--- src/rtl/snn_window_classifier_if.sv ---
// Sample/result bundle for the spiking window classifier.
// The slave side is the classifier core; the master side feeds samples.
interface snn_window_classifier_if #(
  parameter int NUM_NEURONS = 10,
  parameter int WIDTH_P     = 8,
  parameter int WINDOW_LEN  = 64
);
  localparam int CW = $clog2(NUM_NEURONS);
  localparam int SW = $clog2(WINDOW_LEN + 1);

  logic                   start_i;
  logic [WIDTH_P-1:0]     data_i;
  logic                   data_valid_i;
  logic                   busy_o;
  logic                   done_o;
  logic [CW-1:0]          class_o;
  logic [SW-1:0]          score_o;
  logic [NUM_NEURONS-1:0] spikes_o;

  modport slave (
    input  start_i, data_i, data_valid_i,
    output busy_o, done_o, class_o, score_o, spikes_o
  );

  modport master (
    output start_i, data_i, data_valid_i,
    input  busy_o, done_o, class_o, score_o, spikes_o
  );
endinterface

--- src/rtl/snn_window_classifier.sv ---
// Adaptive-threshold LIF neuron bank with per-window spike counting
// and a sequential strict-greater argmax readout.
module snn_window_classifier #(
  parameter int NUM_NEURONS   = 10,
  parameter int WIDTH_P       = 8,
  parameter int WINDOW_LEN    = 64,
  parameter logic [4*NUM_NEURONS-1:0] WEIGHTS = {NUM_NEURONS{4'd1}},
  parameter int THRESHOLD     = 128,
  parameter int THRESHOLD_INC = 20,
  parameter int THRESHOLD_DEC = 1,
  parameter int THRESHOLD_MIN = 75,
  parameter int LEAK_SHIFT    = 3
) (
  input logic clk_i,
  input logic rst_ni,
  snn_window_classifier_if.slave bus
);
  localparam int VW = WIDTH_P + 1;
  localparam int PW = WIDTH_P + 4;
  localparam int CW = $clog2(NUM_NEURONS);
  localparam int SW = $clog2(WINDOW_LEN + 1);

  localparam logic [VW-1:0] THR_INIT = VW'(THRESHOLD);
  localparam logic [VW-1:0] THR_MIN  = VW'(THRESHOLD_MIN);
  localparam logic [VW-1:0] DEC_V    = VW'(THRESHOLD_DEC);
  localparam logic [VW:0]   INC_X    = (VW+1)'(THRESHOLD_INC);
  localparam logic [VW:0]   FLOOR_X  =
    (VW+1)'(THRESHOLD_MIN + THRESHOLD_DEC);

  typedef enum logic [1:0] {
    S_IDLE, S_RUN, S_SCAN, S_DONE
  } state_t;

  state_t r_state;

  logic [VW-1:0] r_v   [NUM_NEURONS];
  logic [VW-1:0] r_thr [NUM_NEURONS];
  logic [SW-1:0] r_cnt [NUM_NEURONS];

  logic [SW-1:0] r_nsmp;
  logic [CW-1:0] r_idx;
  logic [CW-1:0] r_best_cls;
  logic [SW-1:0] r_best;

  logic [VW-1:0] w_s      [NUM_NEURONS];
  logic [VW-1:0] w_thr_hi [NUM_NEURONS];
  logic [VW-1:0] w_thr_lo [NUM_NEURONS];
  logic [NUM_NEURONS-1:0] w_spk;

  logic w_start;
  logic w_acc;
  logic w_last;

  assign w_start = (r_state == S_IDLE) && bus.start_i;
  assign w_acc   = (r_state == S_RUN) && bus.data_valid_i;
  assign w_last  = w_acc && (r_nsmp == SW'(WINDOW_LEN - 1));

  for (genvar g = 0; g < NUM_NEURONS; g++) begin : g_nrn
    logic [PW-1:0]      w_prod;
    logic [WIDTH_P-1:0] w_cur;
    logic [VW:0]        w_sum;
    logic [VW:0]        w_thr_up;

    assign w_prod = PW'(bus.data_i) * PW'(WEIGHTS[4*g +: 4]);
    assign w_cur  = |w_prod[PW-1:WIDTH_P] ? '1
                  : w_prod[WIDTH_P-1:0];
    assign w_sum  = {1'b0, r_v[g] - (r_v[g] >> LEAK_SHIFT)}
                  + {2'b0, w_cur};
    assign w_s[g] = w_sum[VW] ? '1 : w_sum[VW-1:0];
    assign w_spk[g] = w_s[g] >= r_thr[g];

    assign w_thr_up    = {1'b0, r_thr[g]} + INC_X;
    assign w_thr_hi[g] = w_thr_up[VW] ? '1 : w_thr_up[VW-1:0];
    // Floor compare done one bit wider so thr < DEC cannot wrap
    assign w_thr_lo[g] = ({1'b0, r_thr[g]} >= FLOOR_X)
                       ? r_thr[g] - DEC_V : THR_MIN;
  end

  always_ff @(posedge clk_i or negedge rst_ni) begin
    if (!rst_ni) begin
      for (int i = 0; i < NUM_NEURONS; i++) begin
        r_v[i]   <= '0;
        r_thr[i] <= THR_INIT;
        r_cnt[i] <= '0;
      end
    end else if (w_start) begin
      for (int i = 0; i < NUM_NEURONS; i++) begin
        r_v[i]   <= '0;
        r_thr[i] <= THR_INIT;
        r_cnt[i] <= '0;
      end
    end else if (w_acc) begin
      for (int i = 0; i < NUM_NEURONS; i++) begin
        if (w_spk[i]) begin
          r_v[i]   <= '0;
          r_thr[i] <= w_thr_hi[i];
          r_cnt[i] <= r_cnt[i] + SW'(1);
        end else begin
          r_v[i]   <= w_s[i];
          r_thr[i] <= w_thr_lo[i];
        end
      end
    end
  end

  always_ff @(posedge clk_i or negedge rst_ni) begin
    if (!rst_ni) begin
      r_state      <= S_IDLE;
      r_nsmp       <= '0;
      r_idx        <= '0;
      r_best       <= '0;
      r_best_cls   <= '0;
      bus.busy_o   <= 1'b0;
      bus.done_o   <= 1'b0;
      bus.class_o  <= '0;
      bus.score_o  <= '0;
      bus.spikes_o <= '0;
    end else begin
      bus.done_o   <= 1'b0;
      bus.spikes_o <= w_acc ? w_spk : '0;
      unique case (r_state)
        S_IDLE: begin
          if (bus.start_i) begin
            r_state    <= S_RUN;
            r_nsmp     <= '0;
            bus.busy_o <= 1'b1;
          end
        end
        S_RUN: begin
          if (w_acc) r_nsmp <= r_nsmp + SW'(1);
          if (w_last) begin
            r_state    <= S_SCAN;
            r_idx      <= '0;
            r_best     <= '0;
            r_best_cls <= '0;
          end
        end
        S_SCAN: begin
          // Strict compare keeps the lowest index on ties
          if (r_cnt[r_idx] > r_best) begin
            r_best     <= r_cnt[r_idx];
            r_best_cls <= r_idx;
          end
          r_idx <= r_idx + CW'(1);
          if (r_idx == CW'(NUM_NEURONS - 1)) begin
            r_state    <= S_DONE;
            bus.busy_o <= 1'b0;
          end
        end
        S_DONE: begin
          bus.class_o <= r_best_cls;
          bus.score_o <= r_best;
          bus.done_o  <= 1'b1;
          r_state     <= S_IDLE;
        end
      endcase
    end
  end
endmodule

--- src/flat_wrapper.sv ---
// flat-port wrapper written by rule: the top's interface ports become plain ports
module snn_window_classifier_flat 
#(
  parameter int NUM_NEURONS   = 10,
  parameter int WIDTH_P       = 8,
  parameter int WINDOW_LEN    = 64,
  parameter logic [4*NUM_NEURONS-1:0] WEIGHTS = {NUM_NEURONS{4'd1}},
  parameter int THRESHOLD     = 128,
  parameter int THRESHOLD_INC = 20,
  parameter int THRESHOLD_DEC = 1,
  parameter int THRESHOLD_MIN = 75,
  parameter int LEAK_SHIFT    = 3
)
  (clk_i, rst_ni, bus_start_i, bus_data_i, bus_data_valid_i, bus_busy_o, bus_done_o, bus_class_o, bus_score_o, bus_spikes_o);
  snn_window_classifier_if #(.NUM_NEURONS(NUM_NEURONS), .WIDTH_P(WIDTH_P), .WINDOW_LEN(WINDOW_LEN)) bus_i ();
  input logic clk_i;
  input logic rst_ni;
  input wire logic [$bits(bus_i.start_i)-1:0] bus_start_i;
  input wire logic [$bits(bus_i.data_i)-1:0] bus_data_i;
  input wire logic [$bits(bus_i.data_valid_i)-1:0] bus_data_valid_i;
  output wire logic [$bits(bus_i.busy_o)-1:0] bus_busy_o;
  output wire logic [$bits(bus_i.done_o)-1:0] bus_done_o;
  output wire logic [$bits(bus_i.class_o)-1:0] bus_class_o;
  output wire logic [$bits(bus_i.score_o)-1:0] bus_score_o;
  output wire logic [$bits(bus_i.spikes_o)-1:0] bus_spikes_o;
  assign bus_i.start_i = bus_start_i;
  assign bus_i.data_i = bus_data_i;
  assign bus_i.data_valid_i = bus_data_valid_i;
  assign bus_busy_o = bus_i.busy_o;
  assign bus_done_o = bus_i.done_o;
  assign bus_class_o = bus_i.class_o;
  assign bus_score_o = bus_i.score_o;
  assign bus_spikes_o = bus_i.spikes_o;
  snn_window_classifier #(.NUM_NEURONS(NUM_NEURONS), .WIDTH_P(WIDTH_P), .WINDOW_LEN(WINDOW_LEN), .WEIGHTS(WEIGHTS), .THRESHOLD(THRESHOLD), .THRESHOLD_INC(THRESHOLD_INC), .THRESHOLD_DEC(THRESHOLD_DEC), .THRESHOLD_MIN(THRESHOLD_MIN), .LEAK_SHIFT(LEAK_SHIFT)) u_core (.clk_i(clk_i), .rst_ni(rst_ni), .bus(bus_i));
endmodule
--- config.mk ---
export PLATFORM = sky130hd
export DESIGN_NAME = snn_window_classifier_flat
export DESIGN_NICKNAME = d
export VERILOG_FILES = /design/src/rtl/snn_window_classifier_if.sv /design/src/rtl/snn_window_classifier.sv /design/src/flat_wrapper.sv
export SDC_FILE = /design/constraint.sdc
export NUM_CORES = 1
export LEC_CHECK = 0
export ABC_AREA = 1
export BUFFER_PORTS_ARGS = -buffer_cell sky130_fd_sc_hd__buf_2
export CORE_UTILIZATION = 45
export CTS_CLUSTER_SIZE = 20
export DETAILED_ROUTE_END_ITERATION = 8
export GPL_TIMING_DRIVEN = 0
export SLEW_MARGIN = 40
export SYNTH_ARGS = -nofsm -noshare
export SYNTH_HDL_FRONTEND = slang
export SYNTH_SLANG_ARGS = --single-unit
--- constraint.sdc ---
create_clock -name clk_i -period 5.3 [get_ports clk_i]
set_input_delay 0 -clock clk_i [delete_from_list [all_inputs] [get_ports clk_i]]
set_output_delay 0 -clock clk_i [all_outputs]
set_load 0.1 [all_outputs]
==> impl_metrics.tcl <==
set metrics [dict create \
    rr_worst_depth 25 \
    yosys-top-cells-count "nand2_1, inv_1, nand3_1, dfrtp_1, ha_1" \
    start_util_pct 45.91 \
    finalNetCount 4417 \
    via_per_inst 5.197 \
    synth_nets 4331 \
    drc_errors 0 \
    synth_edf_count 0 \
    wl_per_cell_um 15.58 \
    dpl.hpwl_um 57010 \
    dp_cells 4828 \
    core_area_um2 59460 \
    dr.pass1.iters 6 \
    grt_usage_pct 25.11 \
    maxCapViolCount 0 \
    grt_pass1_vias 23523 \
    synth_area_um2 27300 \
    yosysMostFrequentCell "nand2_1" \
    dp_worst_setup_slack_ns 0.6340 \
    synth.largest_area_cell "dfrtp_1" \
    finalWorstSetupSlack_ns 0.5397 \
    worst_slew_pin_slew_ns 0.9209 \
    place_congestion 0.9266 \
    die-area_um2 61660 \
    worst-path-buf-inv 3 \
    clock_latency_ns 0.57 \
    fin_crit_sh_pct 89.82 \
    required_ns 5.74 \
    finalNonFillerCells 4904 \
    cts_tree "built" \
    outcome "finished, final reports clean" \
    yosysSeqAreaShare_pct 27.27 \
    cts_made_buffers 40 \
    cts_sinks 297 \
    avgSynthCellArea_um2 6.799 \
    synthArstFlopShare_pct 100.0 \
    antenna_found_initial 4 \
    synthTopCellsByArea "dfrtp_1, nand2_1, ha_1" \
    synth-main-ff-cell "dfrtp_1" \
    htreeDepth 2 \
    synth.top_cell.area_share_pct 26.31 \
    rsz0062_at_grt "no" \
    hold_viol 0 \
    cpMostUsedCell "nand2_1" \
    synth_seq_cells 297 \
    tns_ns 0 \
    cts_root_buf "clkbuf_16" \
    fin_crit_ns 4.760 \
    grt_overflow_total 0 \
    crit_slowest_cell "dfrtp_1" \
    slew_headroom_pct 38.61 \
    clock_path_buffers 3 \
    hold_class "primary input to asynchronous set/reset pin" \
    fin_skew_ns 0.01867 \
    die_w_um 248.3 \
    drv_slew 0 \
    cts.clk_slew.worst_paths_ns 0.06 \
    fmax_ghz 0.2101 \
    ant_nets 0 \
    critPathCaptureType "flip-flop" \
    critPathKind "flip-flop to flip-flop" \
    syn2layout_area_growth_pct 9.803 \
    yosysUniqueCellTypes 49 \
    design_area_um2 29980 \
    n_fill_cell 6082 \
    crit_family "simple AND/OR/NAND/NOR gates" \
    worst_setup_path_start_kind "flip-flop" \
    ioPinCount 35 \
    worst-path-stages 25 \
    cts.repair.resized 0 \
    portBuffers 34 \
    cp.arrival_ns 5.20 \
    grt_pass1_wl_um 123800 \
    drt_iter0_drc 1893 \
    placed_cell_area_um2 28610 \
    postRouteWirelength_um 76420 \
    vias 25485 \
    setup_viol 0 \
    grt_max_degree 64 \
    placementRows 89 \
    path_max_fanout 9 \
    slowest_delay_ns 0.38 \
    synthCells 4015 \
    synth_warnings 0 \
    drive_gt1_share_pct 6.077 \
    die_y_um 248.3 \
]
## registers in the layout, indices dropped and copies added, names as in the netlist, 2 cells and up
register             count
u_core.r_state           2
u_core.bus.spikes_o     10
u_core.r_v              90
u_core.r_best            7
u_core.r_best_cls        4
u_core.bus.class_o       4
u_core.r_idx             4
u_core.r_thr            90
u_core.r_cnt            70
u_core.r_nsmp            7
u_core.bus.score_o       7
## cells by family after synthesis
kind of cell    after synthesis  synth area share (%)
simple gates               2108                 32.88
buf+inv                     624                 8.878
compound gates              461                 9.354
fa+ha+maj                   304                 14.48
flops                       297                 27.27
xor+xnor                    215                 6.898
mux                           6                0.2429
## worst paths after layout
check                                        end  slack, ns             start
worst max-delay path            u_core.r_cnt[45]       0.54    u_core.r_v[59]
worst min-delay path            u_core.r_thr[16]       0.04            rst_ni
max in group asynchronous       u_core.r_thr[61]       4.32            rst_ni
min in group clk_i                u_core.r_v[72]       0.37     bus_data_i[0]
worst min register to register  u_core.r_nsmp[6]       0.46  u_core.r_nsmp[6]
worst max register to register  u_core.r_cnt[45]       0.54    u_core.r_v[59]
## metrics by stage
step | hold slack (ns) | util [%]
5_1_grt | 0.04004 | 50.41
6_report | 0.03645 | 50.41
3_5_place_dp | -0.06429 | 48.12
2_1_floorplan | -0.2956 | -
4_1_cts | 0.009013 | 50.41
3_3_place_gp | 0.4557 | 47.82
## worst reg2reg max path, delay by kind of cell (launching register included)
| kind | cells | cell delay, ns |
|---|---|---|
| and+or+nand+nor | 11 | 1.70 |
| AOI/OAI and AO/OA | 7 | 1.21 |
| adders and majority gates | 3 | 1.02 |
| DFF | 1 | 0.38 |
| buffers and inverters | 3 | 0.16 |
| xor gates and xnor gates | 1 | 0.16 |
## cells in the final DEF (no fill, tap or decap), types with 40 or more instances in the layout
cell type     n
a21oi_1     177
buf_2        83
clkbuf_16    40
dfrtp_1     287
ha_1        284
inv_1       525
nand2_1    1253
nand3_1     426
nand4_1      58
nor2_1      252
nor3_1       46
o21ai_0     185
xnor2_1      59
xor2_1      156
## routing by layer
metal / up-vias / global-route usage [%] / wire length, µm
met5: - / 0 / 0
met4: 0 / 7.317 / 2013
met3: 89 / 2.650 / 3563
met2: 523 / 38.99 / 32460
met1: 11695 / 36.56 / 38380
li1: 13178 / - / -
## cell type report
class | count | area (µm²) | area share (%)
inverters | 538 | 2021 | 6.741
plain buffers | 86 | 412.9 | 1.377
multi-input cells | 3094 | 17430 | 58.15
clock buffers | 53 | 1110 | 3.702
diodes | 1 | 2.502 | 0.008348
repair buffers | 44 | 392.9 | 1.311
flip-flops and latches | 297 | 7445 | 24.84
well taps | 773 | 967.2 | 3.226
clock inverters | 18 | 193.9 | 0.6470
## timing repair
item / in CTS / in global routing
endpoints found under the hold margin: 141 / 0
buffers inserted: 0 / 0
hold buffers: 4 / 0
Power is left out: the tool's default activity adds up to more than one toggle a clock period on the data nets, which glitch-free logic cannot reach.
